`config.mk`:
```
export PLATFORM = sky130hd
export DESIGN_NAME = conv_channel_sequencer
export DESIGN_NICKNAME = d
export VERILOG_FILES = /design/src/rtl/conv_pkg.sv /design/src/rtl/seq_watchdog.sv /design/src/rtl/conv_channel_sequencer.sv
export SDC_FILE = /design/constraint.sdc
export NUM_CORES = 1
export LEC_CHECK = 0
export ABC_CLOCK_PERIOD_IN_PS = 2410
export CAP_MARGIN = 20
export CORE_AREA = 2 2 39 41
export CTS_CLUSTER_DIAMETER = 30
export DETAILED_ROUTE_END_ITERATION = 12
export DIE_AREA = 0 0 41 43
export PLACE_DENSITY_LB_ADDON = 0.25
export SLEW_MARGIN = 20
export SYNTH_ARGS = -nofsm -noshare
export SYNTH_HDL_FRONTEND = slang
export SYNTH_SLANG_ARGS = --single-unit
```
`constraint.sdc`:
```
create_clock -name clk -period 2.41 [get_ports clk]
set_input_delay 0.482 -clock clk [delete_from_list [all_inputs] [get_ports clk]]
set_output_delay 0.482 -clock clk [all_outputs]
set_load 0.01 [all_outputs]
```
`src/rtl/conv_pkg.sv`:
```
// Shared types and constants for the convolution-layer control blocks.
package conv_pkg;

  typedef enum logic [1:0] {
    IDLE = 2'd0,
    REQ  = 2'd1,
    RUN  = 2'd2,
    REL  = 2'd3
  } seq_state_t;

  localparam int CH_W      = 4;
  localparam int OC_LAYER1 = 8;
  localparam int OC_LAYER2 = 16;

endpackage

```
`src/rtl/seq_watchdog.sv`:
```
// Wait-state watchdog for the channel sequencer: counts cycles while enabled,
// restarts on every state change and flags expiry on the step into all-ones.
module seq_watchdog #(
  parameter int TMO_W = 8
) (
  input  logic clk,
  input  logic rst,
  input  logic i_clear,
  input  logic i_count,
  output logic o_expire
);

  logic [TMO_W-1:0] r_cnt;
  logic [TMO_W-1:0] w_cnt_inc;

  assign w_cnt_inc = r_cnt + 1'b1;

  always_ff @(posedge clk or negedge rst) begin
    if (!rst)         r_cnt <= '0;
    else if (i_clear) r_cnt <= '0;
    else if (i_count) r_cnt <= w_cnt_inc;
  end

  // Expires in the cycle whose count step would land on all-ones.
  assign o_expire = i_count && (w_cnt_inc == {TMO_W{1'b1}});

endmodule

```
`src/rtl/conv_channel_sequencer.sv`:
```
// Kernel-load / convolution-launch sequencer over output channels 0..OC-1.
// Optional watchdog on the REQ/REL waits is enabled with SEQ_TIMEOUT_EN.
//
// state | meaning
// IDLE  | waiting for start (ignored while the loader still acknowledges)
// REQ   | c_load held, waiting for c_load_done
// RUN   | kernel loaded, engine launched, waiting for conv_done
// REL   | c_load dropped, waiting for c_load_done to fall
module conv_channel_sequencer
  import conv_pkg::*;
#(
  parameter int OC    = 8,
  parameter int TMO_W = 8
) (
  input  logic            clk,
  input  logic            rst,
  input  logic            start,
  output logic            busy,
  output logic            layer_done,
  output logic [CH_W-1:0] out_c,
  output logic            c_load,
  input  logic            c_load_done,
  output logic            conv_start,
  input  logic            conv_done,
  output logic            err
);

  seq_state_t      r_state, w_state_nxt;
  logic [CH_W-1:0] r_out_c, w_out_c_nxt;
  logic            r_c_load, w_c_load_nxt;
  logic            r_conv_start, w_conv_start_nxt;
  logic            r_layer_done, w_layer_done_nxt;
  logic            r_busy;
  logic            r_err, w_err_nxt;
  logic            w_expire;
  logic            w_last;
  logic            w_done_ok;

  assign w_last    = (r_out_c == CH_W'(OC - 1));
  // The first RUN cycle is the conv_start cycle; a done there is not real.
  assign w_done_ok = conv_done && !r_conv_start;

`ifdef SEQ_TIMEOUT_EN
  seq_watchdog #(.TMO_W(TMO_W)) u_wdog (
    .clk      (clk),
    .rst      (rst),
    .i_clear  (w_state_nxt != r_state),
    .i_count  ((r_state == REQ) || (r_state == REL)),
    .o_expire (w_expire)
  );
`else
  logic [TMO_W-1:0] w_unused_tmo;
  assign w_unused_tmo = '0;
  assign w_expire     = 1'b0;
`endif

  always_ff @(posedge clk or negedge rst) begin
    if (!rst) begin
      r_state      <= IDLE;
      r_out_c      <= '0;
      r_c_load     <= 1'b0;
      r_conv_start <= 1'b0;
      r_layer_done <= 1'b0;
      r_busy       <= 1'b0;
      r_err        <= 1'b0;
    end else begin
      r_state      <= w_state_nxt;
      r_out_c      <= w_out_c_nxt;
      r_c_load     <= w_c_load_nxt;
      r_conv_start <= w_conv_start_nxt;
      r_layer_done <= w_layer_done_nxt;
      r_busy       <= (w_state_nxt != IDLE);
      r_err        <= w_err_nxt;
    end
  end

  always_comb begin
    w_state_nxt = r_state;
    case (r_state)
      IDLE: if (start && !c_load_done) w_state_nxt = REQ;
      REQ: begin
        if (c_load_done)   w_state_nxt = RUN;
        else if (w_expire) w_state_nxt = IDLE;
      end
      RUN: if (w_done_ok) w_state_nxt = REL;
      REL: begin
        if (!c_load_done)  w_state_nxt = w_last ? IDLE : REQ;
        else if (w_expire) w_state_nxt = IDLE;
      end
      default: w_state_nxt = IDLE;
    endcase
  end

  always_comb begin
    w_out_c_nxt      = r_out_c;
    w_c_load_nxt     = r_c_load;
    w_conv_start_nxt = 1'b0;
    w_layer_done_nxt = 1'b0;
    w_err_nxt        = r_err;
    case (r_state)
      IDLE: begin
        if (start && !c_load_done) begin
          w_out_c_nxt  = '0;
          w_c_load_nxt = 1'b1;
          w_err_nxt    = 1'b0;
        end
      end
      REQ: begin
        if (c_load_done) begin
          w_conv_start_nxt = 1'b1;
        end else if (w_expire) begin
          w_c_load_nxt = 1'b0;
          w_err_nxt    = 1'b1;
        end
      end
      RUN: if (w_done_ok) w_c_load_nxt = 1'b0;
      REL: begin
        if (!c_load_done) begin
          if (w_last) begin
            w_layer_done_nxt = 1'b1;
          end else begin
            w_out_c_nxt  = r_out_c + 1'b1;
            w_c_load_nxt = 1'b1;
          end
        end else if (w_expire) begin
          w_err_nxt = 1'b1;
        end
      end
      default: ;
    endcase
  end

  assign busy       = r_busy;
  assign layer_done = r_layer_done;
  assign out_c      = r_out_c;
  assign c_load     = r_c_load;
  assign conv_start = r_conv_start;
  assign err        = r_err;

endmodule

```
==> flow_metrics.py, run 1 <==
metrics = {
    "synth": {
        "synthAdderAreaFrac": 0.0234,
        "synth_area_um2": 534,
        "synth_flop_cell": "dfrtp_1",
        "synthArstFlopShare": 1.00,
        "yosysWarnings": 0,
        "synth.distinct_cells": 25,
        "synth-edff-count": 0,
        "muxShareOfSynthArea": 0.0585,
        "synth_xor_area_frac": 0,
        "synth_cells": 51,
        "synth_nets": 57,
        "synth_compound_area_frac": 0.115,
        "ys_top_cells_by_area": "dfrtp_1 47%, mux2i_1 3.7%, nand3b_4 3.7%",
        "yosys.area_share.simple": 0.258,
        "yosysSeqAreaShare": 0.468,
        "ys_ff_latch": 10,
        "avgSynthCellArea_um2": 10.5,
        "synth_top_area_frac": 0.468,
        "yosysTopAreaCell": "dfrtp_1",
        "synth_top_family_by_area": "simple AND/OR/NAND/NOR gates",
    },
    "setup_path": {
        "crit_buf_inv": 1,
        "slowest_delay_ns": 0.56,
        "worst-setup-path-type": "reg -> out",
        "cp_max_fo": 6,
        "end_kind": "primary output",
        "rrSetupSlack_ns": 0.99,
        "crit_arrival_ns": 1.26,
        "cp-start-kind": "flop",
        "crit_chain": "clkdlybuf4s50_1",
        "crit_family": "buffers and inverters",
        "crit_path_top_delay_cell": "clkdlybuf4s50_1",
        "critPathRequiredTime_ns": 1.93,
    },
    "power_and_ir_drop": {
        "vdd_ir_drop_max_mv": 0.475,
        "leakage_uw": 0.000312,
        "p_per_area_nw_per_um2": 1140,
    },
    "drt": {
        "drt_iter0_drc": 17,
        "drt-vias-per-instance": 5.05,
        "routed_wl_um": 946,
        "route.vias.total": 404,
        "wire_per_inst_um": 11.8,
        "ant_nets": 0,
        "drt-pass1-iter-count": 4,
        "drc": 0,
    },
    "finish": {
        "fillers": 141,
        "layout_commonest_cell": "clkdlybuf4s50_1",
        "syn_to_final_growth_pct": 28.1,
        "diodes": 0,
        "layout_common_cells": "12 x clkdlybuf4s50_1, 10 x dfrtp_1, 5 x nand2_1",
        "drive_gt1_frac": 0.125,
        "finalNetCount": 71,
    },
    "sta": {
        "setup_viol": 0,
        "fin_crit_sh": 0.722,
        "slew_violations": 0,
        "rsz0062_at_grt": "no",
        "fmax_mhz": 575,
        "finalClockSkew_ns": 0.00449,
        "setup_ws_ns": 0.670,
        "hold_viol": 0,
        "tns_ns": 0,
        "finalWorstPathRequiredPeriod_ns": 1.74,
    },
    "clocking": {
        "cts_tree": "built",
        "ctsHoldBuffers": 0,
        "clock_latency_ns": 0.26,
        "path_clk_slew_ns": 0.07,
        "htreeDepth": 1,
        "ctsRootBufferMaster": "clkbuf_4",
        "postCtsSetupBuffers": 0,
        "cts_buffer_depth": 2,
        "cts_resized": 0,
        "cts_sinks": 10,
        "numCtsBuffers": 3,
    },
    "grt": {
        "antenna_found_initial": 0,
        "grt-ovfl-total": 0,
        "grtUsageTotal": 0.139,
        "grt_pass1_wl_um": 1610,
        "grt_max_degree": 12,
        "grt_pass1_vias": 377,
    },
    "min_path": {
        "worstHoldPathType": "in -> async",
    },
    "job": {
        "drv_cap": 0,
    },
    "place": {
        "place.gp.congestion": 0.689,
        "dp_hpwl_um": 676,
        "io_buffers": 12,
        "pre_cts_slack_ns": 0.481,
    },
    "die": {
        "start_util": 0.386,
        "die_w_um": 41,
        "core-area_um2": 1380,
        "dieArea_um2": 1760,
        "rows": 14,
        "num_io_pins": 14,
        "fp.dieH_um": 43,
    },
    "run_status": {
        "run_status": "completed",
    },
}
==> report_power, final <==
group | internal, uW | switching [uW] | total (uW)
logic | 180 | 120 | 300
clock network | 91.7 | 57.7 | 149
registers | 234 | 94.9 | 329
==> stage by stage <==
| step | cell area [um^2] | power [uW] | instances | hold WS [ns] | utilization |
|---|---|---|---|---|---|
| after floorplan | 534 | 516 | 51 | 0.186 | - |
| after global placement | 648 | 628 | 76 | 0.521 | 0.468 |
| after detailed placement | 648 | 631 | 76 | 0.537 | 0.468 |
| after CTS | 684 | 786 | 80 | 0.544 | 0.495 |
| after global routing | 684 | 838 | 80 | 0.566 | 0.495 |
| final | 684 | 778 | 80 | 0.532 | 0.495 |
==> synthesized netlist by cell type (all sizes together) (2+ instances only) <==
library cell  instances
dfrtp                10
nand2                 5
nor2                  4
o21ai                 4
buf                   3
inv                   3
nand3b                3
mux2i                 2
nand2b                2
nor3b                 2
==> worst paths after layout <==
check	startpoint	to	cells after the start
hold reg to reg	out_c[0]	out_c[0]	1
hold / removal	rst	r_state[1]	1
setup / recovery	out_c[2]	out_c[2]	1
setup reg to reg	out_c[0]	out_c[3]	3
min in group clk	out_c[0]	out_c[0]	1
max in group asynchronous	rst	layer_done	1
==> per-layer routing <==
| metal | global-route usage | part of all wire | vias to the layer above |
|---|---|---|---|
| met5 | 0 | 0 | - |
| met4 | 0.0800 | 0 | 0 |
| met3 | 0.0471 | 0.060 | 0 |
| met2 | 0.197 | 0.47 | 10 |
| met1 | 0.175 | 0.47 | 192 |
| li1 | - | - | 202 |
==> layout make-up <==
type | instances | area, um^2 | share of cell area
Sequential cell | 10 | 250 | 0.366
Multi-Input combinational cell | 35 | 246 | 0.360
Timing Repair Buffer | 12 | 120 | 0.176
Clock buffer | 4 | 36.3 | 0.0530
Tap cell | 16 | 20.0 | 0.0293
Inverter | 3 | 11.3 | 0.0165
==> logic make-up (layout without fill, tap and decap cells) <==
| group | count (synthesis) | in the layout |
|---|---|---|
| flops | 10 | 10 |
| mux | 3 | 3 |
| other cells | 1 | 1 |
| fa+ha+maj | 1 | 1 |
| buf+inv | 6 | 19 |
| compound gates | 9 | 9 |
| simple gates | 21 | 21 |
==> sequential cells by signal (all words and copies together), names as in the netlist <==
register	flops
out_c	4
r_state	2
busy	1
c_load	1
conv_start	1
layer_done	1
No activity file was read; power rests on OpenSTA's default activity.
==> run 2, diff against run 1 <==
--- a/config.mk
+++ b/config.mk
@@ -5,12 +5,11 @@
 export SDC_FILE = /design/constraint.sdc
 export NUM_CORES = 1
 export LEC_CHECK = 0
-export ABC_CLOCK_PERIOD_IN_PS = 2410
+export ABC_CLOCK_PERIOD_IN_PS = 1500
 export CAP_MARGIN = 20
-export CORE_AREA = 2 2 39 41
+export CORE_UTILIZATION = 40
 export CTS_CLUSTER_DIAMETER = 30
 export DETAILED_ROUTE_END_ITERATION = 12
-export DIE_AREA = 0 0 41 43
 export PLACE_DENSITY_LB_ADDON = 0.25
 export SLEW_MARGIN = 20
 export SYNTH_ARGS = -nofsm -noshare
==> constraint.sdc (replaced) <==
create_clock -name clk -period 1.5 [get_ports clk]
set_input_delay 0.3 -clock clk [delete_from_list [all_inputs] [get_ports clk]]
set_output_delay 0.3 -clock clk [all_outputs]
set_load 0.01 [all_outputs]
==> run 2 against run 1 <==
  * Non-clock buffer count rose by 5
  * Combinational power is 100% higher
  * Clock power increased by 62%
  * Die area is 16% lower
  * Hold slack lost 0.18 ns
  * Total power grew 70%
  * Final cell count is 3.8% higher
  * Global-route usage rose by 2.6 points
  * Clock-buffer cell count unchanged
  * Critical endpoint unchanged
  * Highest routed layer unchanged
==> flow_metrics.py, run 2 (same netlist as run 1, synthesis figures left out) <==
metrics = {
    "run_status": {
        "run_status": "completed",
    },
    "die": {
        "core-area_um2": 1170,
        "die_w_um": 38.5,
        "rows": 12,
        "fp.dieH_um": 38.5,
        "dieArea_um2": 1490,
        "num_io_pins": 14,
        "start_util": 0.456,
    },
    "grt": {
        "grt-ovfl-total": 0,
        "antenna_found_initial": 0,
        "grtUsageTotal": 0.165,
        "grt_pass1_vias": 378,
        "grt_max_degree": 11,
        "grt_pass1_wl_um": 1630,
    },
    "setup_path": {
        "cp_max_fo": 2,
        "crit_path_top_delay_cell": "clkdlybuf4s50_1",
        "end_kind": "primary output",
        "crit_buf_inv": 1,
        "critPathRequiredTime_ns": 1.20,
        "cp-start-kind": "flop",
        "worst-setup-path-type": "reg -> out",
        "slowest_delay_ns": 0.53,
        "crit_arrival_ns": 1.15,
        "crit_family": "buffers and inverters",
        "crit_chain": "clkdlybuf4s50_1",
    },
    "drt": {
        "ant_nets": 0,
        "drt-pass1-iter-count": 4,
        "drt-vias-per-instance": 5.05,
        "route.vias.total": 419,
        "routed_wl_um": 1070,
        "drt_iter0_drc": 8,
        "wire_per_inst_um": 12.8,
        "drc": 0,
    },
    "finish": {
        "syn_to_final_growth_pct": 34.9,
        "diodes": 0,
        "layout_common_cells": "10 x dfrtp_1, 7 x clkdlybuf4s50_1, 5 x nand2_1, 5 x buf_4",
        "largest_reg_flops": 4,
        "layout_commonest_cell": "dfrtp_1",
        "finalNetCount": 76,
        "drive_gt1_frac": 0.188,
        "stdcell_count": 83,
    },
    "sta": {
        "fin_crit_sh": 0.964,
        "hold_viol": 0,
        "fmax_mhz": 691,
        "rsz0062_at_grt": "no",
        "setup_ws_ns": 0.0539,
        "finalClockSkew_ns": 0.000839,
        "setup_viol": 0,
        "finalWorstPathRequiredPeriod_ns": 1.45,
        "tns_ns": 0,
        "slew_violations": 0,
    },
    "clocking": {
        "clock_latency_ns": 0.26,
        "ctsRootBufferMaster": "clkbuf_4",
        "path_clk_slew_ns": 0.07,
        "numCtsBuffers": 3,
        "ctsHoldBuffers": 0,
        "cts_buffer_depth": 2,
        "htreeDepth": 1,
        "cts_tree": "built",
        "cts_sinks": 10,
    },
    "place": {
        "io_buffers": 12,
        "dpl.cell_count": 78,
        "place.gp.congestion": 0.781,
        "dp_hpwl_um": 809,
        "pre_cts_slack_ns": -0.242,
    },
    "power_and_ir_drop": {
        "p_per_area_nw_per_um2": 1840,
        "vdd_ir_drop_max_mv": 0.825,
        "leakage_uw": 0.000372,
        "power_uw": 1320,
    },
    "min_path": {
        "worstHoldPathType": "in -> async",
    },
    "job": {
        "drv_cap": 0,
    },
}
[run 2: cell type report]
| class | count | area (um^2) |
|---|---|---|
| Fill cell | 109 | 450 |
| Sequential cell | 10 | 250 |
| Multi-Input combinational cell | 35 | 246 |
| Timing Repair Buffer | 17 | 159 |
| Clock buffer | 4 | 36.3 |
| Tap cell | 14 | 17.5 |
| Inverter | 3 | 11.3 |
[run 2: repair_timing]
| action | in CTS | in global routing |
|---|---|---|
| pin swaps | 0 | 0 |
| hold endpoints to repair | 0 | 0 |
| resized for setup | 3 | 2 |
| setup buffers | 1 | 0 |
| gates cloned | 0 | 0 |
| endpoints found under the setup margin | 4 | 2 |
[run 2: worst paths after layout]
path	from	to	slack [ns]	cells past startpoint
setup / recovery	out_c[2]	out_c[2]	0.05	1
setup reg to reg	out_c[1]	out_c[2]	0.11	4
min in group clk	c_load_done	conv_start	0.42	3
hold reg to reg	c_load	c_load	0.59	3
hold / removal	rst	out_c[2]	0.35	1
max in group asynchronous	rst	busy	0.84	1
[run 2: report_power, final]
| group | total, uW | switching, uW | internal, uW |
|---|---|---|---|
| combinational | 603 | 272 | 332 |
| clock | 241 | 93.8 | 147 |
| sequential | 478 | 101 | 377 |
[run 2: layer usage]
layer  part of all wire  GRT usage  vias to the layer above
li1                   -          -                      211
met1               0.49      0.226                      199
met2               0.47      0.258                        9
met3              0.042     0.0349                        0
met4                  0     0.0517                        0
met5                  0          0                        -
[run 2: per-stage QoR]
| step | cell area (um^2) | hold WS (ns) | utilization |
|---|---|---|---|
| 6_report | 721 | 0.351 | 0.615 |
| 2_1_floorplan | 534 | 0.00441 | - |
| 4_1_cts | 716 | 0.365 | 0.611 |
| 5_1_grt | 721 | 0.400 | 0.615 |
| 3_3_place_gp | 676 | 0.558 | 0.577 |
| 3_5_place_dp | 676 | 0.578 | 0.577 |
==> run 3, diff against run 2 <==
==> constraint.sdc (replaced) <==
create_clock -name clk -period 1.5 [get_ports clk]
set_input_delay 0.3 -clock clk [delete_from_list [all_inputs] [get_ports clk]]
set_output_delay 0.3 -clock clk [all_outputs]
set_load 0.005 [all_outputs]
==> run 3 against run 2 <==
  * Final cell count rose by 2.4%
  * Die area did not move
  * Hold slack barely moved
  * Sequential power barely moved
  * Design area rose by 2.8%
  * Critical endpoint is now out_c[2]
  * Highest routed layer unchanged
==> flow_metrics.py, run 3 (same netlist as run 1, synthesis figures left out) <==
metrics = {
    "finish": {
        "finalNetCount": 78,
        "syn_to_final_growth_pct": 38.6,
        "layout_commonest_cell": "dfrtp_1",
        "fin_util": 0.632,
        "fillers": 104,
        "drive_gt1_frac": 0.225,
        "layout_common_cells": "10 x dfrtp_1, 9 x clkdlybuf4s50_1, 7 x buf_4",
        "diodes": 0,
        "stdcell_count": 85,
        "largest_reg_flops": 4,
    },
    "die": {
        "rows": 12,
        "start_util": 0.456,
        "die_w_um": 38.5,
        "fp.dieH_um": 38.5,
        "num_io_pins": 14,
        "core-area_um2": 1170,
        "dieArea_um2": 1490,
    },
    "sta": {
        "hold_viol": 0,
        "finalWorstPathRequiredPeriod_ns": 1.44,
        "setup_ws_ns": 0.0599,
        "setup_viol": 0,
        "rsz0062_at_grt": "no",
        "slew_violations": 0,
        "tns_ns": 0,
        "fin_crit_sh": 0.960,
        "finalClockSkew_ns": 0.000935,
        "fmax_mhz": 694,
    },
    "setup_path": {
        "critPathLaunch": "out_c[0]",
        "crit_family": "flip-flops",
        "cp-start-kind": "flop",
        "end_kind": "flop",
        "reg2reg_to": "out_c[2]",
        "worst_r2r_startpoint": "out_c[0]",
        "crit_buf_inv": 1,
        "slowest_delay_ns": 0.38,
        "crit_chain": "buf_4 > ha_2 > nand3b_1 > mux2_2 > a32o_1",
        "crit_path_top_delay_cell": "dfrtp_1",
        "path_depth": 5,
        "rrSetupSlack_ns": 0.06,
        "crit_arrival_ns": 1.59,
        "reg2regPathDepth": 5,
        "critPathRequiredTime_ns": 1.65,
        "cp_max_fo": 3,
        "worst-setup-path-type": "reg -> reg",
    },
    "place": {
        "dpl.cell_count": 78,
        "place.gp.congestion": 0.781,
        "pre_cts_slack_ns": -0.242,
        "dp_hpwl_um": 809,
        "io_buffers": 12,
    },
    "clocking": {
        "clock_latency_ns": 0.26,
        "htreeDepth": 1,
        "cts_sinks": 10,
        "ctsRootBufferMaster": "clkbuf_4",
        "numCtsBuffers": 3,
        "path_clk_slew_ns": 0.07,
        "cts_tree": "built",
        "cts_buffer_depth": 2,
        "ctsHoldBuffers": 0,
    },
    "grt": {
        "grt_pass1_wl_um": 1600,
        "grt_max_degree": 11,
        "grtUsageTotal": 0.163,
        "grt-ovfl-total": 0,
        "antenna_found_initial": 0,
        "grt_pass1_vias": 373,
    },
    "min_path": {
        "worstHoldPathType": "in -> async",
    },
    "drt": {
        "ant_nets": 0,
        "wire_per_inst_um": 13.0,
        "drt-pass1-iter-count": 4,
        "routed_wl_um": 1110,
        "drt-vias-per-instance": 5.04,
        "route.vias.total": 428,
        "drc": 0,
        "drt_iter0_drc": 11,
    },
    "power_and_ir_drop": {
        "power_uw": 1340,
        "vdd_ir_drop_max_mv": 0.726,
        "p_per_area_nw_per_um2": 1810,
        "leakage_uw": 0.000371,
    },
    "job": {
        "drv_cap": 0,
    },
    "run_status": {
        "run_status": "completed",
    },
}
## run 3: worst max-delay path by stage
stage / end / slack [ns]
floorplan: out_c[3] / 0.16
global placement: out_c[3] / -0.21
detailed placement: out_c[3] / -0.24
CTS: out_c[3] / 0.009
global route: out_c[3] / 0.003
finish: out_c[2] / 0.06
## run 3: repair_timing
action                                  4_1_cts  5_1_grt
buffers inserted                              2        1
endpoints found under the setup margin        2        4
pin swaps                                     0        1
hold endpoints to repair                      0        0
gates resized for setup                       1        3
## run 3: power by group
part / leakage [uW] / total (uW) / switching, uW / internal (uW)
clock: 0.0000210 / 241 / 94.1 / 147
combinational: 0.000225 / 620 / 251 / 369
sequential: 0.000125 / 478 / 100 / 377
## run 3: through the flow
step | area [um^2] | hold slack (ns)
finish | 741 | 0.351
global route | 741 | 0.400
CTS | 726 | 0.365
detailed placement | 676 | 0.578
global placement | 676 | 0.558
floorplan | 534 | 0.00441
## run 3: cell type report
class	instances	area [um^2]	area share
Multi-Input combinational cell	35	249	0.336
Clock buffer	4	36.3	0.0490
Tap cell	14	17.5	0.0236
Timing Repair Buffer	19	176	0.238
Sequential cell	10	250	0.338
Inverter	3	11.3	0.0152
## run 3: layer usage
metal  GRT usage  part of all wire  vias to the layer above  wire (um)
met5           0                 0                        -          0
met4      0.0517                 0                        0          0
met3      0.0349             0.033                        0         37
met2       0.250              0.47                        9        520
met1       0.226              0.50                      204        549
li1            -                 -                      215          -
